$ cat config.mk
export PLATFORM = sky130hd
export DESIGN_NAME = locked_reg_bank
export DESIGN_NICKNAME = d
export VERILOG_FILES = /design/src/rtl/locked_reg_pkg.sv /design/src/rtl/sat_counter.sv /design/src/rtl/locked_reg_bank.sv
export SDC_FILE = /design/constraint.sdc
export NUM_CORES = 1
export LEC_CHECK = 0
export BUFFER_PORTS_ARGS = -buffer_cell sky130_fd_sc_hd__clkbuf_2
export CORE_MARGIN = 3
export CORE_UTILIZATION = 39
export DETAILED_ROUTE_END_ITERATION = 6
export PLACE_DENSITY = 0.59
export SYNTH_ARGS = -nofsm -noshare
export SYNTH_HDL_FRONTEND = slang
export SYNTH_SLANG_ARGS = --single-unit
$ cat constraint.sdc
create_clock -name clk -period 3.5 [get_ports clk]
set_clock_uncertainty 0.05 [all_clocks]
set_input_delay 0.35 -clock clk [delete_from_list [all_inputs] [get_ports clk]]
set_output_delay 0.35 -clock clk [all_outputs]
set_load 0.1 [all_outputs]
$ cat src/rtl/locked_reg_pkg.sv
// Shared types and helpers for the lockable configuration register bank.
package locked_reg_pkg;

    typedef enum logic [1:0] {
        NONE   = 2'd0,
        LOCKED = 2'd1,
        RANGE  = 2'd2
    } viol_cause_t;

    function automatic int clog2_min1(input int n);
        return (n <= 2) ? 1 : $clog2(n);
    endfunction

endpackage

$ cat src/rtl/sat_counter.sv
// Up-counter that sticks at all-ones instead of wrapping.
module sat_counter #(
    parameter int CNT_W = 8
) (
    input  logic             clk,
    input  logic             resetn,
    input  logic             inc,
    output logic [CNT_W-1:0] count
);

    always_ff @(posedge clk or negedge resetn) begin
        if (!resetn) begin
            count <= '0;
        end else if (inc && !(&count)) begin
            count <= count + CNT_W'(1);
        end
    end

endmodule

$ cat src/rtl/locked_reg_bank.sv
// Bank of sticky-lockable config registers with violation logging.
module locked_reg_bank
    import locked_reg_pkg::*;
#(
    parameter int               WIDTH          = 16,
    parameter int               NUM_REGS       = 4,
    parameter int               AW             = clog2_min1(NUM_REGS),
    parameter logic [WIDTH-1:0] RESET_VAL      = '0,
    parameter bit               DEBUG_OVERRIDE = 1'b1,
    parameter int               CNT_W          = 8
) (
    input  logic                      clk,
    input  logic                      resetn,
    input  logic                      wr_en,
    input  logic [AW-1:0]             wr_addr,
    input  logic [WIDTH-1:0]          wr_data,
    input  logic [NUM_REGS-1:0]       lock_set,
    input  logic                      debug_unlocked,
    input  logic                      rd_en,
    input  logic [AW-1:0]             rd_addr,
    output logic [WIDTH-1:0]          rd_data,
    output logic                      rd_valid,
    output logic [NUM_REGS*WIDTH-1:0] data_out,
    output logic [NUM_REGS-1:0]       lock_status,
    output logic                      viol_flag,
    output logic [CNT_W-1:0]          viol_count,
    output logic [AW-1:0]             viol_addr,
    output viol_cause_t               viol_cause
);

    logic [WIDTH-1:0]    regs [NUM_REGS];
    logic [NUM_REGS-1:0] lock_q;
    logic [NUM_REGS-1:0] lock_eff;
    logic [NUM_REGS-1:0] wr_sel;
    logic                range_err;
    logic                lock_hit;
    logic                bypass;
    logic                wr_ok;
    logic                viol;
    viol_cause_t         cause;
    logic [WIDTH-1:0]    rd_mux;

    // A lock requested this cycle already guards the same-cycle write.
    assign lock_eff = lock_q | lock_set;
    assign bypass   = DEBUG_OVERRIDE && debug_unlocked;

    always_comb begin
        wr_sel    = '0;
        range_err = 1'b1;
        lock_hit  = 1'b0;
        rd_mux    = '0;
        for (int i = 0; i < NUM_REGS; i++) begin
            if (wr_addr == AW'(i)) begin
                wr_sel[i] = 1'b1;
                range_err = 1'b0;
                lock_hit  = lock_eff[i];
            end
            if (rd_addr == AW'(i)) begin
                rd_mux = regs[i];
            end
        end
    end

    assign viol  = wr_en && (range_err || (lock_hit && !bypass));
    assign wr_ok = wr_en && !viol;
    assign cause = range_err ? RANGE : LOCKED;

    always_ff @(posedge clk or negedge resetn) begin
        if (!resetn) begin
            for (int i = 0; i < NUM_REGS; i++) begin
                regs[i] <= RESET_VAL;
            end
            lock_q <= '0;
        end else begin
            lock_q <= lock_q | lock_set;
            for (int i = 0; i < NUM_REGS; i++) begin
                if (wr_ok && wr_sel[i]) begin
                    regs[i] <= wr_data;
                end
            end
        end
    end

    always_ff @(posedge clk or negedge resetn) begin
        if (!resetn) begin
            rd_data  <= '0;
            rd_valid <= 1'b0;
        end else begin
            rd_valid <= rd_en;
            if (rd_en) begin
                rd_data <= rd_mux;
            end
        end
    end

    always_ff @(posedge clk or negedge resetn) begin
        if (!resetn) begin
            viol_flag  <= 1'b0;
            viol_addr  <= '0;
            viol_cause <= NONE;
        end else if (viol) begin
            viol_flag  <= 1'b1;
            viol_addr  <= wr_addr;
            viol_cause <= cause;
        end
    end

    sat_counter #(
        .CNT_W (CNT_W)
    ) u_viol_cnt (
        .clk    (clk),
        .resetn (resetn),
        .inc    (viol),
        .count  (viol_count)
    );

    for (genvar g = 0; g < NUM_REGS; g++) begin : g_out
        assign data_out[g*WIDTH +: WIDTH] = regs[g];
    end

    assign lock_status = lock_q;

endmodule
==> results of run 1 <==
[worst max-delay path by stage]
stage                             startpoint                        to  slack (ps)  depth (start not counted)
detailed placement                wr_addr[0]  data_out[27]$_DFFE_PN0P_        1090                          4
global placement                  wr_addr[0]  data_out[25]$_DFFE_PN0P_        1160                          4
finish              lock_status[1]$_DFF_PN0_  data_out[31]$_DFFE_PN0P_        1310                          3
CTS                 lock_status[1]$_DFF_PN0_  data_out[31]$_DFFE_PN0P_        1250                          3
floorplan           lock_status[3]$_DFF_PN0_  data_out[53]$_DFFE_PN0P_         950                          4
global route        lock_status[1]$_DFF_PN0_  data_out[31]$_DFFE_PN0P_        1200                          3
[layer usage]
layer / GRT usage / share of wire
met1: 0.231 / 0.44
met2: 0.272 / 0.49
met3: 0.0355 / 0.058
met4: 0.0501 / 0.011
met5: 0 / 0
[worst register-to-register path, stage by stage, from the launching register on]
cell       delay, ps
dfrtp_1          410
nor4b_2          450
o2111ai_2        650
mux2_2           520
[cells by family (layout without fill, tap and decap cells)]
group,Yosys count,count (layout),share of synthesized area
mux,102,102,0.323
flops,98,98,0.580
compound gates,6,6,0.0186
simple gates,32,32,0.0488
buf+inv,15,149,0.0183
xor+xnor,4,4,0.00828
fa+ha+maj,1,1,0.00296
[metrics by stage]
stage | worst slack [ps] | hold WS (ps) | cells | utilization | cell area, µm²
4_1_cts | 1250 | 157 | 528 | 0.502 | 5230
5_1_grt | 1200 | 160 | 528 | 0.502 | 5230
6_report | 1310 | 111 | 528 | 0.502 | 5230
3_5_place_dp | 1090 | 413 | 512 | 0.481 | 5010
3_3_place_gp | 1160 | 403 | 512 | 0.481 | 5010
2_1_floorplan | 951 | 4.41 | 258 | - | 4230
[layout make-up]
cell class                 count  share of cell area
multi-input combinational    145               0.328
tap                          136              0.0325
clock buffer                   9              0.0237
inverter                       3             0.00215
sequential                    98               0.469
timing repair buffer         130               0.127
clock inverter                 7              0.0179
[sequential cells by signal (all words and copies together), names as in the netlist]
name              cells
data_out             64
rd_data              16
u_viol_cnt.count      8
lock_status           4
viol_addr             2
viol_cause            2
rd_valid              1
viol_flag             1
[Yosys cell counts]
cell,n,area share
dfrtp_1,98,0.58
mux2_2,76,0.20
mux4_2,16,0.085
mux2_4,10,0.036
clkbuf_1,6,0.0053
nand4_1,6,0.0089
nand2_1,5,0.0044
nand2b_1,4,0.0059
xnor2_1,4,0.0083
inv_1,3,0.0027
and3_1,2,0.0030
and4_1,2,0.0041
buf_2,2,0.0024
buf_6,2,0.0053
nand3_1,2,0.0024
nor2_1,2,0.0018
o2111ai_1,2,0.0041
or2_2,2,0.0030
a2111oi_4,1,0.0065
a211oi_4,1,0.0047
a311oi_1,1,0.0021
and2_1,1,0.0015
and2_4,1,0.0021
buf_1,1,0.00089
buf_4,1,0.0018
ha_1,1,0.0030
nor2b_1,1,0.0015
nor3b_1,1,0.0018
nor4_2,1,0.0030
nor4b_1,1,0.0021
nor4b_2,1,0.0035
o21ai_1,1,0.0012
==> results.json, run 1 <==
{
  "antenna_violations_before_repair": 0,
  "clock_path_buffers": 2,
  "grt_max_degree": 83,
  "synth.distinct_cells": 32,
  "post-cts-setup-buffers": 0,
  "dieArea_mm2": 0.0121,
  "synthCells": 258,
  "die_y_um": 110,
  "cts_tree": "yes",
  "cp.arrival_ps": 2370,
  "num_vias": 2719,
  "max_freq_ghz": 0.457,
  "rsz0062_at_grt": "no",
  "worst-endpoint-required_ps": 3690,
  "detail-route-antenna-nets": 0,
  "yosys_register_bits": 98,
  "drt_first_iter_violations": 48,
  "final_net_count": 417,
  "route.detailed.vias_per_inst": 5.15,
  "timing.critical_path.max_delay_family": "compound AO/OA/AOI/OAI gates",
  "design.core.area_mm2": 0.0104,
  "first_pass_iters": 4,
  "most_common_cell_after_layout_fill_and_taps_aside": "clkbuf_2",
  "clock_sinks": 98,
  "cts_made_buffers": 9,
  "min_period_over_period": 0.625,
  "timing.hold.worst.class": "in2async",
  "sequential_cell_area_in_the_final_layout_mm2": 0.00245,
  "post_synthesis_sequential_area_ratio": 0.580,
  "worstSetupEndpointType": "register",
  "cp-start-kind": "register",
  "drt-total-wl_um": 9620,
  "final_routed_wire_length_divided_by_cell_count_um": 18.2,
  "clkLatencyLatePin_ps": 350,
  "cts_hold_repair.buffers": 0,
  "critical_path_class": "reg2reg",
  "cpPeakStageDelay_ps": 650,
  "finalWeightedCongestion": 0.750,
  "clock_tree.root_cell": "clkbuf_8",
  "regToRegSetupSlack_ps": 1310,
  "synthesis.area_mm2": 0.00423,
  "grt_pass1_wl_um": 15400,
  "timing.max_cap.violations": 0,
  "portBuffers": 126,
  "worstReg2RegStart": "lock_status[1]$_DFF_PN0_",
  "row_count": 37,
  "htree_levels": 3,
  "multi_input_comb_area_mm2": 0.00172,
  "finalHoldViolations": 0,
  "critical_path.reg2reg.endpoint": "data_out[31]$_DFFE_PN0P_",
  "yosys_warns": 0,
  "dpl.hpwl_um": 6690,
  "initial_core_util": 0.406,
  "fillerInstances": 954,
  "worst-path-max-fanout": 16,
  "layout.cells.most_common_list": "clkbuf_2, dfrtp_1, mux2_2",
  "number_of_diodes": 0,
  "cts_repair_resize_count": 0,
  "share_of_post_route_cells_with_drive_strength_above_1": 0.658,
  "globalRouteTotalUtil": 0.169,
  "outcome": "complete, no violations",
  "chipWidth_um": 110,
  "cells_traversed_along_the_worst_timing_path": "nor4b_2 > o2111ai_2 > mux2_2",
  "grt_pass1_vias": 2797,
  "max_slew.worst_pin.slew_ps": 1160,
  "reg2regPathDepth": 3,
  "ios": 127,
  "mean_cell_area_of_the_mapped_netlist_um2": 16.4,
  "slowest_stage": "o2111ai_2",
  "layout-area-overhead-vs-synth_pct": 23.7,
  "setup_viol_count_final": 0,
  "gr_ovfl_total": 0,
  "slew_headroom": 0.226,
  "slew_viol_final": 0,
  "setup-tns-final_ps": 0,
  "crit_buf_inv": 0,
  "clk_pin_slew_worst_paths_ps": 90,
  "period_minus_slack_ps": 2190,
  "syn_nets": 288,
  "detail_route.drc_violations": 0
}
Power of run 1 is left out: the tool's default activity adds up to more than one toggle a clock period on the data nets, which glitch-free logic cannot reach.
==> run 2, diff against run 1 <==
--- a/config.mk
+++ b/config.mk
@@ -9,7 +9,7 @@
 export CORE_MARGIN = 3
 export CORE_UTILIZATION = 39
 export DETAILED_ROUTE_END_ITERATION = 6
-export PLACE_DENSITY = 0.59
+export PLACE_DENSITY = 0.62
 export SYNTH_ARGS = -nofsm -noshare
 export SYNTH_HDL_FRONTEND = slang
 export SYNTH_SLANG_ARGS = --single-unit
==> constraint.sdc (replaced) <==
create_clock -name clk -period 1.9 [get_ports clk]
set_clock_uncertainty 0.05 [all_clocks]
set_input_delay 0.19 -clock clk [delete_from_list [all_inputs] [get_ports clk]]
set_output_delay 0.19 -clock clk [all_outputs]
set_load 0.1 [all_outputs]
==> run 2 against run 1 <==
  * The flow now finishes with violations (setup timing)
  * Worst hold slack worse by 65 ps
  * Fmax up 14%
  * Via count up 1.7%
  * Flip-flop and latch count unchanged
  * Non-clock buffer count up 19
  * Sequential share of layout area down 1.9 points
  * Critical endpoint is now data_out[37]$_DFFE_PN0P_
  * Final area up 5.2%
  * Worst setup slack worse by 1300 ps
  * Largest cell class unchanged
==> results.json, run 2 (same netlist as run 1, synthesis figures left out) <==
{
  "max_slew.worst_pin.slew_ps": 956,
  "row_count": 37,
  "max_freq_ghz": 0.523,
  "layout-area-overhead-vs-synth_pct": 30.1,
  "dpl.hpwl_um": 7220,
  "clk_pin_slew_worst_paths_ps": 80,
  "crit_buf_inv": 2,
  "worst-path-max-fanout": 5,
  "htree_levels": 3,
  "detail_route.drc_violations": 0,
  "first_pass_iters": 4,
  "cts_made_buffers": 9,
  "num_vias": 2764,
  "route.detailed.vias_per_inst": 5.06,
  "placement.cell_area_mm2": 0.00520,
  "timing.critical_path.max_delay_family": "flip-flops",
  "layout.cells.most_common_list": "clkbuf_2, dfrtp_1, mux2_2",
  "timing.hold.worst.class": "in2reg",
  "design.core.area_mm2": 0.0104,
  "worstSetupEndpointType": "register",
  "chipWidth_um": 110,
  "worstReg2RegStart": "lock_status[0]$_DFF_PN0_",
  "setup_viol_count_final": 5,
  "finalWeightedCongestion": 0.729,
  "dieArea_mm2": 0.0121,
  "most_common_cell_after_layout_fill_and_taps_aside": "clkbuf_2",
  "final_routed_wire_length_divided_by_cell_count_um": 18.3,
  "clock_tree.root_cell": "clkbuf_8",
  "pre_cts_ws_ps": -17.4,
  "gr_ovfl_total": 0,
  "worst_hold_slack_ps": 46.4,
  "stdcell_area_mm2": 0.00550,
  "clock_path_buffers": 2,
  "worst-endpoint-required_ps": 2100,
  "ios": 127,
  "die_y_um": 110,
  "period_minus_slack_ps": 1910,
  "clock_sinks": 98,
  "outcome": "finished with violations",
  "detail-route-antenna-nets": 0,
  "slew_headroom": 0.362,
  "cts_tree": "yes",
  "critical_path_class": "reg2reg",
  "share_of_post_route_cells_with_drive_strength_above_1": 0.702,
  "initial_core_util": 0.406,
  "grt_pass1_vias": 2907,
  "clkLatencyLatePin_ps": 370,
  "portBuffers": 126,
  "min_period_over_period": 1.01,
  "fillerInstances": 923,
  "antenna_violations_before_repair": 0,
  "worstHoldStart": "lock_set[1]",
  "slowest_stage": "dfrtp_4",
  "fin_ws_ps": -13.7,
  "p_total_w": 0.00939,
  "drt_first_iter_violations": 69,
  "cp.arrival_ps": 2110,
  "slew_viol_final": 0,
  "setup.worst_path.start": "lock_status[0]$_DFF_PN0_",
  "failed_checks": "setup timing",
  "finalHoldViolations": 0,
  "cells_traversed_along_the_worst_timing_path": "nor4_4 > a2111oi_4 > a211oi_4 > buf_4 > clkbuf_16 > mux2_4",
  "largest_reg_flops": 64,
  "final_net_count": 436,
  "cpPeakStageDelay_ps": 510,
  "grt_pass1_wl_um": 15800,
  "drt-total-wl_um": 9990,
  "globalRouteTotalUtil": 0.172,
  "power_density_mw_per_mm2": 1710,
  "timing.max_cap.violations": 0,
  "grt_max_degree": 38,
  "number_of_diodes": 0,
  "power.static_leakage_nw": 2.55,
  "rsz0062_at_grt": "yes",
  "cp-start-kind": "register",
  "irDropWorstVdd_uv": 1090
}
[run 2: cell types whose count changed in the layout (fill, tap and decap cells not counted), sizes merged]
| cell | before | now |
|---|---|---|
| dlygate4sd3 | 0 | 1 |
| buf | 5 | 22 |
| bufinv | 2 | 1 |
| clkinvlp | 2 | 0 |
| clkinv | 3 | 2 |
| clkbuf | 134 | 138 |
[run 2: final timing paths]
kind,endpoint,slack [ps],depth (start not counted)
setup / recovery,data_out[37]$_DFFE_PN0P_,-10,6
hold / removal,lock_status[1]$_DFF_PN0_,50,2
setup reg to reg,data_out[37]$_DFFE_PN0P_,-10,6
hold reg to reg,viol_cause[0]$_DFFE_PN0P_,420,1
max in group asynchronous,lock_status[3]$_DFF_PN0_,930,3
min in group asynchronous,data_out[57]$_DFFE_PN0P_,290,2
[run 2: area by class of cell]
cell class	count	area [µm²]	area share
flip-flops and latches	98	2470	0.450
multi-input cells	145	1760	0.320
repair buffers	149	875	0.159
well taps	136	170	0.0309
clock buffers	12	165	0.0300
clock inverters	3	47.5	0.00864
inverters	3	11.3	0.00205
[run 2: worst register-to-register path: cells and delay by family (launching register included)]
family / cells / cell delay [ps]
AOI/OAI and AO/OA: 2 / 350
and+or+nand+nor: 1 / 310
DFF: 1 / 510
buffers and inverters: 2 / 300
muxes: 1 / 290
[run 2: report_power, final]
group	switching, W	total (W)	internal [W]
Sequential	0.000387	0.00296	0.00257
Clock	0.000706	0.00142	0.000714
Combinational	0.00410	0.00501	0.000916
[run 2: metal layers]
| metal | track usage | part of all wire | vias to the layer above |
|---|---|---|---|
| met5 | 0 | 0 | - |
| met4 | 0.0607 | 0.015 | 0 |
| li1 | - | - | 1252 |
| met1 | 0.232 | 0.44 | 1431 |
| met2 | 0.275 | 0.49 | 72 |
| met3 | 0.0408 | 0.057 | 9 |
[run 2: per-stage QoR]
| stage | util | setup TNS [ps] | instances |
|---|---|---|---|
| finish | 0.528 | -37.1 | 546 |
| floorplan | - | -4140 | 258 |
| global placement | 0.499 | 0 | 526 |
| global route | 0.528 | -1250 | 546 |
| detailed placement | 0.499 | -91.1 | 526 |
| CTS | 0.521 | -76.6 | 542 |
[run 2: repair_timing]
| item | 4_1_cts | 5_1_grt |
|---|---|---|
| hold buffers | 1 | 0 |
| endpoints found under the setup margin | 7 | 16 |
| resized for setup | 2 | 7 |
| hold endpoints to repair | 34 | 0 |
| setup buffers | 0 | 3 |
| gates cloned | 0 | 1 |
Note: power is estimated with default switching activity, not from simulation.
==> run 3, diff against run 2 <==
--- a/config.mk
+++ b/config.mk
@@ -9,7 +9,8 @@
 export CORE_MARGIN = 3
 export CORE_UTILIZATION = 39
 export DETAILED_ROUTE_END_ITERATION = 6
-export PLACE_DENSITY = 0.62
+export PLACE_DENSITY = 0.7
+export REMOVE_ABC_BUFFERS = 1
 export SYNTH_ARGS = -nofsm -noshare
 export SYNTH_HDL_FRONTEND = slang
 export SYNTH_SLANG_ARGS = --single-unit
==> run 3 against run 2 <==
  * The flow now finishes without violations
  * Total power shrank 1.4%
  * Critical path depth shrank 1
  * Non-clock buffer count down 8
  * Register-to-register slack improved by 30 ps
  * Worst setup slack gained 30 ps
  * Clock power decreased by 8%
  * Largest cell class unchanged
  * Clock-buffer cell count is the same
  * Via count up 1.3%
  * Combinational power is essentially flat
  * Sequential share of layout area increased by 0.71 points
  * Highest routed layer unchanged
  * Die area unchanged
  * Final cell count shrank 1.3%
==> results.json, run 3 (same netlist as run 1, synthesis figures left out) <==
{
  "min_period_over_period": 0.991,
  "cells_after_dpl": 522,
  "slew_headroom": 0.585,
  "dieArea_mm2": 0.0121,
  "grt_max_degree": 42,
  "power.static_leakage_nw": 2.48,
  "finalWeightedCongestion": 0.796,
  "timing.hold.worst.class": "in2reg",
  "rsz0062_at_grt": "yes",
  "worstSetupEndpointType": "register",
  "detail-route-antenna-nets": 0,
  "period_minus_slack_ps": 1880,
  "max_freq_ghz": 0.531,
  "route.detailed.vias_per_inst": 5.19,
  "layout.cells.most_common_list": "clkbuf_2, dfrtp_1, mux2_2",
  "gr-max-usage-layer": "met2",
  "max_slew.worst_pin.slew_ps": 620,
  "row_count": 37,
  "globalRouteMet2Util": 0.267,
  "worst-endpoint-required_ps": 2100,
  "htree_levels": 3,
  "globalRouteTotalUtil": 0.172,
  "outcome": "complete, no violations",
  "clock_sinks": 98,
  "power_density_mw_per_mm2": 1720,
  "cp-start-kind": "register",
  "finalHoldViolations": 0,
  "first_pass_iters": 4,
  "die_y_um": 110,
  "design.core.area_mm2": 0.0104,
  "share_of_post_route_cells_with_drive_strength_above_1": 0.660,
  "grt_pass1_vias": 2958,
  "cts_made_buffers": 9,
  "slew_viol_final": 0,
  "cp.arrival_ps": 2090,
  "most_common_cell_after_layout_fill_and_taps_aside": "clkbuf_2",
  "clkLatencyLatePin_ps": 360,
  "met1_usage": 0.230,
  "setup_viol_count_final": 0,
  "layout-area-overhead-vs-synth_pct": 27.0,
  "portBuffers": 126,
  "grt_use_met3": 0.0495,
  "ios": 127,
  "initial_core_util": 0.406,
  "drt-total-wl_um": 9850,
  "final_net_count": 428,
  "worst-path-max-fanout": 16,
  "largest_reg_flops": 64,
  "clock_path_buffers": 2,
  "final_routed_wire_length_divided_by_cell_count_um": 18.3,
  "dpl.hpwl_um": 7100,
  "fin_ws_ps": 16.7,
  "setup-tns-final_ps": 0,
  "drt_first_iter_violations": 80,
  "timing.max_cap.violations": 0,
  "num_vias": 2799,
  "number_of_diodes": 0,
  "gr_ovfl_total": 0,
  "finish.cell_count_without_fillers": 539,
  "clock_tree.root_cell": "clkbuf_8",
  "irDropWorstVdd_uv": 1250,
  "cts_tree": "yes",
  "pre_cts_ws_ps": -35.4,
  "antenna_violations_before_repair": 0,
  "detail_route.drc_violations": 0,
  "grt_pass1_wl_um": 15600,
  "clk_pin_slew_worst_paths_ps": 90,
  "chipWidth_um": 110,
  "critical_path_class": "reg2reg",
  "worst_hold_slack_ps": 36.7
}
==> run 3: cell count changes in the layout (fill, tap and decap cells not counted), moves of 3 or more <==
cell      change
dfrtp_4       -3
dfrtp_2       -8
mux2_2        +5
dfrtp_1      +11
buf_4         -6
clkbuf_1      +3
clkbuf_8      -3
mux2_4        -5
==> run 3: final timing paths <==
path / to / cells after the start / slack, ps / start
worst max-delay path: data_out[40]$_DFFE_PN0P_ / 5 / 20 / lock_status[0]$_DFF_PN0_
worst min-delay path: lock_status[1]$_DFF_PN0_ / 2 / 40 / lock_set[1]
worst max register to register: data_out[40]$_DFFE_PN0P_ / 5 / 20 / lock_status[0]$_DFF_PN0_
worst min register to register: viol_cause[0]$_DFFE_PN0P_ / 1 / 430 / viol_cause[0]$_DFFE_PN0P_
max in group asynchronous: lock_status[2]$_DFF_PN0_ / 3 / 910 / resetn
min in group asynchronous: data_out[27]$_DFFE_PN0P_ / 2 / 310 / resetn
==> run 3: worst max-delay path, stage by stage (launching register included) <==
cell and delay (ps):
dfrtp_1 430, nor4_4 320, a2111oi_4 110, a211oi_4 300, buf_12 220, mux2_2 350
==> run 3: cell type report <==
cell class                 instances  area (µm²)
multi-input combinational        145        1750
tap                              136         170
clock buffer                      12         135
timing repair buffer             141         798
clock inverter                     4        52.6
sequential                        98        2450
fill                             950        5050
inverter                           3        11.3
==> run 3: metrics by stage <==
| stage | area [µm²] | utilization | total power [W] |
|---|---|---|---|
| after floorplan | 4160 | - | 0.00712 |
| after global placement | 5140 | 0.493 | 0.00795 |
| after detailed placement | 5140 | 0.493 | 0.00802 |
| after CTS | 5350 | 0.514 | 0.00934 |
| after global routing | 5370 | 0.516 | 0.00964 |
| final | 5370 | 0.516 | 0.00926 |
==> run 3: routing by layer <==
metal / share of wire / up-vias / wire, µm
li1: - / 1245 / -
met1: 0.45 / 1441 / 4420
met2: 0.46 / 98 / 4520
met3: 0.076 / 15 / 746
met4: 0.016 / 0 / 156
met5: 0 / - / 0
==> run 3: power breakdown <==
group | total, W | internal [W] | switching [W]
Combinational | 0.00500 | 0.000899 | 0.00411
Sequential | 0.00294 | 0.00256 | 0.000380
Clock | 0.00131 | 0.000614 | 0.000699
==> run 3: repair_timing <==
| action | in CTS | in global routing |
|---|---|---|
| hold endpoints to repair | 39 | 0 |
| resized for setup | 2 | 3 |
| setup endpoints to repair | 8 | 34 |
| hold buffers | 1 | 0 |
| buffers inserted | 0 | 0 |
